**config.mk**
```make
export PLATFORM = sky130hd
export DESIGN_NAME = seq_subtractor
export DESIGN_NICKNAME = d
export VERILOG_FILES = /design/src/rtl/seqsub_pkg.sv /design/src/rtl/digit_subtract.sv /design/src/rtl/seq_subtractor.sv
export SDC_FILE = /design/constraint.sdc
export NUM_CORES = 1
export LEC_CHECK = 0
export CORE_ASPECT_RATIO = 0.7
export CORE_UTILIZATION = 46
export DETAILED_ROUTE_END_ITERATION = 10
export PLACE_DENSITY = 0.78
export SLEW_MARGIN = 15
export SYNTH_ARGS = -nofsm -noshare
export SYNTH_HDL_FRONTEND = slang
export SYNTH_SLANG_ARGS = --single-unit
```
**constraint.sdc**
```tcl
create_clock -name clk -period 1.86 [get_ports clk]
set_input_delay 0.465 -clock clk [delete_from_list [all_inputs] [get_ports clk]]
set_output_delay 0.465 -clock clk [all_outputs]
set_load 0.1 [all_outputs]
```
**src/rtl/seqsub_pkg.sv**
```systemverilog
// rtl/seqsub_pkg.sv - shared definitions for the digit-serial subtractor
// Contents: FSM state encoding, default operand/digit widths, NDIG helper.
package seqsub_pkg;

  localparam int DEF_WIDTH = 16;
  localparam int DEF_DIGIT = 4;

  typedef enum logic [1:0] {
    IDLE = 2'd0,
    RUN  = 2'd1,
    DONE = 2'd2
  } state_t;

  // Number of digit passes needed for one operand.
  function automatic int ndig(input int width, input int digit);
    return width / digit;
  endfunction

endpackage

```
**src/rtl/digit_subtract.sv**
```systemverilog
// rtl/digit_subtract.sv - combinational DIGIT-wide subtract with borrow
// Ports:
//   x, y : DIGIT-bit minuend / subtrahend digits
//   bi   : borrow in
//   d    : x - y - bi modulo 2^DIGIT
//   bo   : borrow out (1 when x < y + bi)
module digit_subtract #(
  parameter int DIGIT = 4
) (
  input  logic [DIGIT-1:0] x,
  input  logic [DIGIT-1:0] y,
  input  logic             bi,
  output logic [DIGIT-1:0] d,
  output logic             bo
);

  // One guard bit on top: it ends up set exactly when the subtraction wraps.
  logic [DIGIT:0] r;

  assign r  = {1'b0, x} - {1'b0, y} - {{DIGIT{1'b0}}, bi};
  assign d  = r[DIGIT-1:0];
  assign bo = r[DIGIT];

endmodule

```
**src/rtl/seq_subtractor.sv**
```systemverilog
// rtl/seq_subtractor.sv - digit-serial a - b - bin with valid/ready handshakes
// Ports:
//   clk, rst             : clock (rising edge), synchronous active-high reset
//   in_valid / in_ready  : operand handshake (a, b, bin)
//   out_valid / out_ready: result handshake (diff, bout, ovf)
//   diff                 : a - b - bin modulo 2^WIDTH
//   bout                 : unsigned borrow out
//   ovf                  : signed overflow flag, built only with SEQSUB_OVF_EN
//                          defined; tied to 0 otherwise
module seq_subtractor
  import seqsub_pkg::*;
#(
  parameter int WIDTH = DEF_WIDTH,
  parameter int DIGIT = DEF_DIGIT
) (
  input  logic             clk,
  input  logic             rst,
  input  logic             in_valid,
  output logic             in_ready,
  input  logic [WIDTH-1:0] a,
  input  logic [WIDTH-1:0] b,
  input  logic             bin,
  output logic             out_valid,
  input  logic             out_ready,
  output logic [WIDTH-1:0] diff,
  output logic             bout,
  output logic             ovf
);

  localparam int NDIG = ndig(WIDTH, DIGIT);
  localparam int CW   = $clog2(NDIG + 1);
  localparam logic [CW-1:0] LAST = CW'(NDIG);

  if (WIDTH % DIGIT != 0) begin : g_width_check
    $error("seq_subtractor: WIDTH must be a multiple of DIGIT");
  end

  state_t state, state_nxt;

  logic [CW-1:0]          cnt;
  logic [WIDTH-1:0]       a_sh;
  logic [WIDTH-1:0]       b_sh;
  logic [WIDTH-1:0]       res_sh;
  logic                   borrow;
  logic [DIGIT-1:0]       dig_d;
  logic                   dig_bo;
  logic [WIDTH+DIGIT-1:0] res_cat;
  logic                   accept;
  logic                   run_last;

  assign accept   = (state == IDLE) && in_valid;
  // RUN spends NDIG cycles on digits plus one final cycle (cnt == NDIG)
  // that publishes the result registers on the way into DONE.
  assign run_last = (state == RUN) && (cnt == LAST);
  // New digit enters from the MSB side; the slice also covers DIGIT == WIDTH.
  assign res_cat  = {dig_d, res_sh};

  digit_subtract #(.DIGIT(DIGIT)) u_digit (
    .x  (a_sh[DIGIT-1:0]),
    .y  (b_sh[DIGIT-1:0]),
    .bi (borrow),
    .d  (dig_d),
    .bo (dig_bo)
  );

  always_ff @(posedge clk) begin
    if (rst) begin
      state <= IDLE;
    end else begin
      state <= state_nxt;
    end
  end

  always_comb begin
    state_nxt = state;
    in_ready  = 1'b0;
    out_valid = 1'b0;
    case (state)
      IDLE: begin
        in_ready = 1'b1;
        if (in_valid) state_nxt = RUN;
      end
      RUN: begin
        if (cnt == LAST) state_nxt = DONE;
      end
      DONE: begin
        out_valid = 1'b1;
        if (out_ready) state_nxt = IDLE;
      end
      default: state_nxt = IDLE;
    endcase
  end

  always_ff @(posedge clk) begin
    if (rst) begin
      cnt    <= '0;
      a_sh   <= '0;
      b_sh   <= '0;
      res_sh <= '0;
      borrow <= 1'b0;
      diff   <= '0;
      bout   <= 1'b0;
    end else if (accept) begin
      a_sh   <= a;
      b_sh   <= b;
      borrow <= bin;
      cnt    <= '0;
    end else if (run_last) begin
      diff <= res_sh;
      bout <= borrow;
    end else if (state == RUN) begin
      a_sh   <= a_sh >> DIGIT;
      b_sh   <= b_sh >> DIGIT;
      res_sh <= res_cat[WIDTH+DIGIT-1:DIGIT];
      borrow <= dig_bo;
      cnt    <= cnt + 1'b1;
    end
  end

`ifdef SEQSUB_OVF_EN
  // Operand sign bits are shifted out during RUN, so keep them aside.
  logic a_msb;
  logic b_msb;

  always_ff @(posedge clk) begin
    if (rst) begin
      a_msb <= 1'b0;
      b_msb <= 1'b0;
      ovf   <= 1'b0;
    end else if (accept) begin
      a_msb <= a[WIDTH-1];
      b_msb <= b[WIDTH-1];
    end else if (run_last) begin
      ovf <= (a_msb != b_msb) && (res_sh[WIDTH-1] != a_msb);
    end
  end
`else
  assign ovf = 1'b0;
`endif

endmodule

```
Yosys cells after proc, flatten, opt, wreduce, memory -nomap -nowiden:

Index checks and enable logic that the tools add are counted.

* flip-flop bits (word level): 71
* logic and storage cells: 45

* reductions and logical operators: 10
* equality and inequality tests: 7
* $add $sub $neg: 3
* mux-type cells: 15
* bitwise logic cells: 2

Operators with widths (count)
* 16-bit 2-to-1 mux: 6
* 2-bit inequality test, second input constant: 4
* 2-bit 2-to-1 mux: 3
* 2-bit case mux with 3 select lines: 1
* 2-bit AND reduction: 3
* 3-bit AND reduction: 2
* 1-bit 2-to-1 mux: 5
* 4-bit by 4-bit subtractor with 5-bit output: 1
* 5-bit by 1-bit subtractor with 5-bit output: 1
* 3-bit by 1-bit adder with 3-bit output, second input constant: 1
* 3-bit == test, second input constant: 1
* 2-bit by 1-bit == test with 1-bit output, second input constant: 1
* 2-bit == test, second input constant: 1
* 1-bit logical AND: 2
* 2-bit logical NOT: 1
* 1-bit NOT: 2
* 2-bit nonzero test: 1
* 2-bit OR reduction: 1

Depth between registers and ports, before layout:

* depth after elaboration: 5
* gate-level depth with buffers: 8
* depth with buffers taken out: 8

By module:

Synthesis repeated with hierarchy kept, for this count alone.

* cells, all modules: 372
* area total of the unflattened synthesis: 3141.8 um^2

Modules (own cells, without submodules)
* seq_subtractor: cells each 348, instances 1, area an instance 2934.1 um^2
* digit_subtract: cells each 24, instances 1, area an instance 207.7 um^2

Least setup slack after synthesis:

OpenSTA, ideal clock, no wires.

* path type: register to register
* start: register state[0]
* end: register b_sh[6]
* stages on the path, launching flop included: 6
* data arrival time: 2.372 ns
* library setup time: 0.141 ns
* slack: -0.653 ns
* path buffers: 1
* clock period less this slack: 2.513 ns
* required time: 1.719 ns
* path through: dfxtp_1 > nor2_1 > nand2_2 > buf_4 > nor2_1 > a311oi_2

* cells in the longest elaborated chain, start to end: 4

RTL lines
* start: declaration: line seq_subtractor.sv:38 `state_t state, state_nxt;`
* start signal: assignment: line seq_subtractor.sv:70 `state <= state_nxt;`
* 2-bit by 1-bit == test with 1-bit output or 2-bit logical NOT (tied branches): line seq_subtractor.sv:54, seq_subtractor.sv:111, seq_subtractor.sv:51
* 1-bit logical AND (on tied branches): line seq_subtractor.sv:54, seq_subtractor.sv:51
* 2-bit inequality test (no line) or 2-bit nonzero test (tied branches)
* 2-bit AND reduction (no line)
* end signal: assignment: line seq_subtractor.sv:113 `b_sh <= b_sh >> DIGIT;`
* end: declaration: line seq_subtractor.sv:42 `logic [WIDTH-1:0] b_sh;`

Several ways; a longest one is shown, not always the timed one.
A chain may end at the register's enable or synchronous reset.

Worst setup path in the final report:

* start: register a_sh[0]
* end: register borrow

* cells in the longest elaborated chain, start to end: 5

RTL lines
* start: declaration: line seq_subtractor.sv:41 `logic [WIDTH-1:0] a_sh;`
* start signal: assignment: line seq_subtractor.sv:112 `a_sh <= a_sh >> DIGIT;`
* 4-bit by 4-bit subtractor with 5-bit output: line digit_subtract.sv:20 `assign r = {1'b0, x} - {1'b0, y} - {{DIGIT{1'b0}}, bi};`
* 5-bit by 1-bit subtractor with 5-bit output: line digit_subtract.sv:20
* 1-bit 2-to-1 mux: line seq_subtractor.sv:111 `end else if (state == RUN) begin`
* 1-bit 2-to-1 mux: line seq_subtractor.sv:108 `end else if (run_last) begin`
* 1-bit 2-to-1 mux: line seq_subtractor.sv:103 `end else if (accept) begin`
* end signal: assignment: line seq_subtractor.sv:106 `borrow <= bin;`
* end signal: assignment: line seq_subtractor.sv:115 `borrow <= dig_bo;`
* end: declaration: line seq_subtractor.sv:44 `logic borrow;`

Every way passes these cells. The select of a mux whose other input is x is not followed.

==> results.rst <==
.. list-table::
   :header-rows: 1

   * - Metric
     - Value
   * - Outcome
     - finished with violations
   * - Violations in the final reports
     - DRC
   * - Level count of the clock H-tree
     - 3
   * - Clock buffer count from CTS
     - 9
   * - Largest voltage drop on the vdd net
     - roughly 0.00048 V
   * - Most frequent standard cell in the layout excluding fill and tap cells
     - sky130_fd_sc_hd__nand2_1
   * - DIE WIDTH
     - 97.7 um
   * - Final period util
     - 0.942
   * - Static leakage power
     - 1.38 nW
   * - Number of rows in the core area
     - 23
   * - RSZ-0062 raised after global routing
     - yes
   * - Aggregate global routing overflow
     - 0
   * - Classification of the worst setup path
     - reg2reg
   * - Sequential fraction of the synthesis area
     - 0.482
   * - Worst EP arrival
     - 2.00 ns
   * - Switching power share of the total
     - 0.271
   * - Number of buffers inserted by port buffering
     - 55
   * - Final setup vio count
     - 0
   * - Vias after detailed routing
     - ~2500
   * - Final estimated routing congestion in global placement
     - a little under 0.8
   * - Clock network fraction of total power
     - 0.359
   * - Warning count from the yosys run
     - 0
   * - Synthesized net count
     - slightly below 400
   * - Number of distinct library cell variants in the gate-level netlist after synthesis
     - 35
   * - Slack of the critical path
     - about 0.11 ns
   * - Startpoint of the lowest-slack register-to-register path
     - a_sh[0]
   * - Routed wirelength normalized by instance count
     - between 10 and 15 um
   * - Hold-fix buffer count after cts
     - 0
   * - Final hold vios
     - 0
   * - Worst path most repeated cell
     - sky130_fd_sc_hd__fa_2
   * - Synth Register Bits
     - 71
   * - Root Buffer
     - sky130_fd_sc_hd__clkbuf_8
   * - Dpl hpwl
     - 4.46 mm
   * - Combined area of all synthesized cells
     - ~0.003 mm^2
   * - Number of cells in the finished layout apart from fillers
     - around 480
   * - Cell internal pwr
     - about 2.4 mW
   * - Leading cell types in the layout, fill and taps excluded
     - sky130_fd_sc_hd__nand2_1 (96), sky130_fd_sc_hd__dfxtp_1 (68), sky130_fd_sc_hd__a21oi_1 (50), sky130_fd_sc_hd__clkdlybuf4s50_1 (35), sky130_fd_sc_hd__a22oi_1 (24)
   * - Largest buffer count on any clock path
     - 2
   * - Worst setup path endpoint
     - borrow
   * - Sum of negative setup slack
     - 0 ns
   * - Worst setup startpoint
     - a_sh[0]
   * - Library cell contributing the largest single delay on the critical path
     - sky130_fd_sc_hd__fa_2
   * - Worst setup timing slack at the placement stage
     - -0.138 ns
   * - R2r endpoint
     - borrow
   * - Number of slew-limit violations in the final report
     - 0
   * - Worst clock skew
     - between 0.008 and 0.009 ns
   * - Global-route total usage across every layer
     - 0.211
   * - Chain of cells forming the critical path
     - fa_2, inv_2, fa_2, nand2_1, a21oi_2, xnor2_1, a2111oi_2
   * - Number of nets with antenna violations after detailed routing
     - 0
   * - Cell Count Post-Placement
     - about 460
   * - Worst-path maximum fanout
     - 2
   * - Overall routed net length
     - ~6.5 mm
   * - Share of power burned in combinational logic
     - 0.151
   * - Number of cells on the critical path
     - 7
   * - Standard cell core area
     - ~0.0060 mm^2
   * - Wire length of the first global-routing pass
     - approximately 11 mm
   * - TritonCTS clock tree
     - built
   * - # Max-Cap Violations
     - 0
   * - Die Ht
     - 69.0 um
   * - N_diodes
     - 0
   * - Slew HR
     - 0.566
   * - Mean area per synthesized cell
     - about 8.6 um^2
   * - Share of power burned in registers
     - 0.490
   * - Clock period minus worst slack
     - 1.75 ns
   * - Relative area change from synthesis to final layout
     - 34.5%
   * - WP buf/inv
     - 1
   * - Number of primary I/O pins
     - 57
   * - Least-Margin Pin Slew
     - 0.650 ns
   * - Number of remaining DRC errors
     - 5
   * - Highest Clock Rate
     - 571 MHz
   * - Proportion of layout cells with a drive suffix above 1
     - 0.182
   * - Number of cells produced by synthesis
     - roughly 340
   * - Power density of the placed cells
     - around 850 mW/mm^2
   * - Post-layout power
     - ~3.4 mW
   * - Critical Path Start Type
     - flop
   * - Initial drt markers
     - roughly 140
   * - Hold Crit Class
     - reg2reg
   * - Worst Path Required
     - ~2.1 ns
   * - Via count of the first global-routing pass
     - between 2000 and 2500
   * - Initial cell density of the core
     - 0.495
   * - Antenna violations before repair
     - 0
   * - Die area
     - between 0.006 and 0.007 mm^2
   * - Worst hold-check slack
     - around 0.46 ns
   * - Core occupancy in the finished layout
     - 0.666
   * - Post-synthesis cell type with the largest combined area
     - sky130_fd_sc_hd__dfxtp_1
   * - Top cells by area in the synthesized netlist
     - sky130_fd_sc_hd__dfxtp_1 (48%), sky130_fd_sc_hd__nand2_1 (12%), sky130_fd_sc_hd__a21oi_1 (8.7%), sky130_fd_sc_hd__a22oi_1 (6.1%), sky130_fd_sc_hd__a311oi_2 (3.1%)
   * - Vias per inst
     - roughly 5.3
   * - Cell area after placement
     - around 0.0037 mm^2
   * - Worst-Skew Late Latency
     - roughly 0.35 ns
   * - Area fraction of the dominant cell type after synthesis
     - 0.482
   * - CP peak stage delay
     - around 0.40 ns
   * - Final non-filler cell area
     - about 0.0040 mm^2
   * - NumNets Final
     - around 440
   * - Worst r2r path cells
     - 7
   * - Pin count of the biggest net entering global routing
     - 44
   * - Clock input transition at the sequential cells of the worst setup and hold paths
     - about 0.080 ns
   * - Iteration count of the initial detailed-routing pass
     - 8
   * - Worst-case register-to-register setup slack
     - roughly 0.11 ns
   * - Clock net sink count
     - 71
   * - Hold path startpoint
     - res_sh[2]
   * - Switching Power
     - around 900 uW
   * - Kind of cell adding the most delay to the critical path
     - adder cells
   * - CP endpoint kind
     - flop
## layer usage
metal  up-vias  part of all wire  GRT usage
li1       1263                 -          -
met1      1162              0.45      0.253
met2        81              0.47      0.367
met3        11             0.064     0.0635
met4         0             0.014     0.0758
met5         -                 0          0
## power by group through the flow
stage | combinational, mW | clock [mW] | sequential [mW]
finish | 0.508 | 1.20 | 1.65
global route | 0.555 | 1.31 | 1.65
CTS | 0.499 | 1.23 | 1.64
detailed placement | 0.492 | 0 | 1.68
global placement | 0.479 | 0 | 1.68
floorplan | 0.337 | 0 | 1.67
## synthesized netlist by cell type
library cell and n:
sky130_fd_sc_hd__ha_1 6, sky130_fd_sc_hd__buf_2 7, sky130_fd_sc_hd__nand2_1 97, sky130_fd_sc_hd__dfxtp_1 71, sky130_fd_sc_hd__nor3_1 3, sky130_fd_sc_hd__a2111oi_0 1
sky130_fd_sc_hd__nor2b_1 1, sky130_fd_sc_hd__a21oi_2 1, sky130_fd_sc_hd__conb_1 1, sky130_fd_sc_hd__nand3_2 1, sky130_fd_sc_hd__nor3b_4 1, sky130_fd_sc_hd__a21oi_4 2
sky130_fd_sc_hd__a31oi_1 1, sky130_fd_sc_hd__nand2_2 2, sky130_fd_sc_hd__fa_1 2, sky130_fd_sc_hd__a311oi_1 2, sky130_fd_sc_hd__o31ai_1 1, sky130_fd_sc_hd__a211oi_1 1
sky130_fd_sc_hd__buf_4 4, sky130_fd_sc_hd__xor2_1 1, sky130_fd_sc_hd__clkbuf_1 7, sky130_fd_sc_hd__inv_1 11, sky130_fd_sc_hd__nor2_4 1, sky130_fd_sc_hd__a21oi_1 51
sky130_fd_sc_hd__nor2_1 23, sky130_fd_sc_hd__buf_6 4, sky130_fd_sc_hd__nand2b_2 1, sky130_fd_sc_hd__and2b_4 1, sky130_fd_sc_hd__xnor2_1 4, sky130_fd_sc_hd__buf_1 1
sky130_fd_sc_hd__a311oi_2 6, sky130_fd_sc_hd__nand3b_1 2, sky130_fd_sc_hd__nand3_1 1, sky130_fd_sc_hd__nand2b_1 1, sky130_fd_sc_hd__a22oi_1 24
## worst register-to-register path: stages, from the launching register on
cell and delay [ns]:
sky130_fd_sc_hd__dfxtp_2 0.35, sky130_fd_sc_hd__fa_2 0.40, sky130_fd_sc_hd__inv_2 0.07, sky130_fd_sc_hd__fa_2 0.21, sky130_fd_sc_hd__nand2_1 0.08, sky130_fd_sc_hd__a21oi_2 0.13
sky130_fd_sc_hd__xnor2_1 0.08, sky130_fd_sc_hd__a2111oi_2 0.33
## state kept, by name, indices dropped and copies added (netlist names)
register	count
b_sh	16
bout	1
diff	16
res_sh	16
state	2
borrow	1
cnt	3
a_sh	16
## repair_timing
item,in CTS,in global routing
setup endpoints to repair,1,25
pin swaps,1,2
resized for setup,2,8
buffers inserted,0,0
## worst min-delay path by stage
stage	end	slack [ns]	cells past startpoint
detailed placement	res_sh[2]	0.45	2
global placement	a_sh[7]	0.44	2
finish	res_sh[2]	0.46	2
floorplan	diff[0]	0.43	2
global route	res_sh[3]	0.48	2
CTS	res_sh[2]	0.46	2
## cell families (layout without fill, tap and decap cells)
kind of cell | Yosys count | in the layout | share of synthesized area
DFF | 71 | 71 | 0.482
buffers and inverters | 34 | 92 | 0.0615
AOI/OAI and AO/OA | 90 | 90 | 0.208
other | 1 | 1 | 0.00127
xor gates and xnor gates | 5 | 5 | 0.0148
and+or+nand+nor | 135 | 135 | 0.193
adders and majority gates | 8 | 8 | 0.0390
## cell type report
| cell class | count | area (um^2) |
|---|---|---|
| timing repair buffer | 65 | 836 |
| clock buffer | 9 | 124 |
| inverter | 11 | 41.3 |
| multi-input combinational | 239 | 1370 |
| tap | 75 | 93.8 |
| sequential | 71 | 1430 |
| fill | 487 | 1990 |
| clock inverter | 7 | 73.8 |
(Power assumes the default switching activity.)
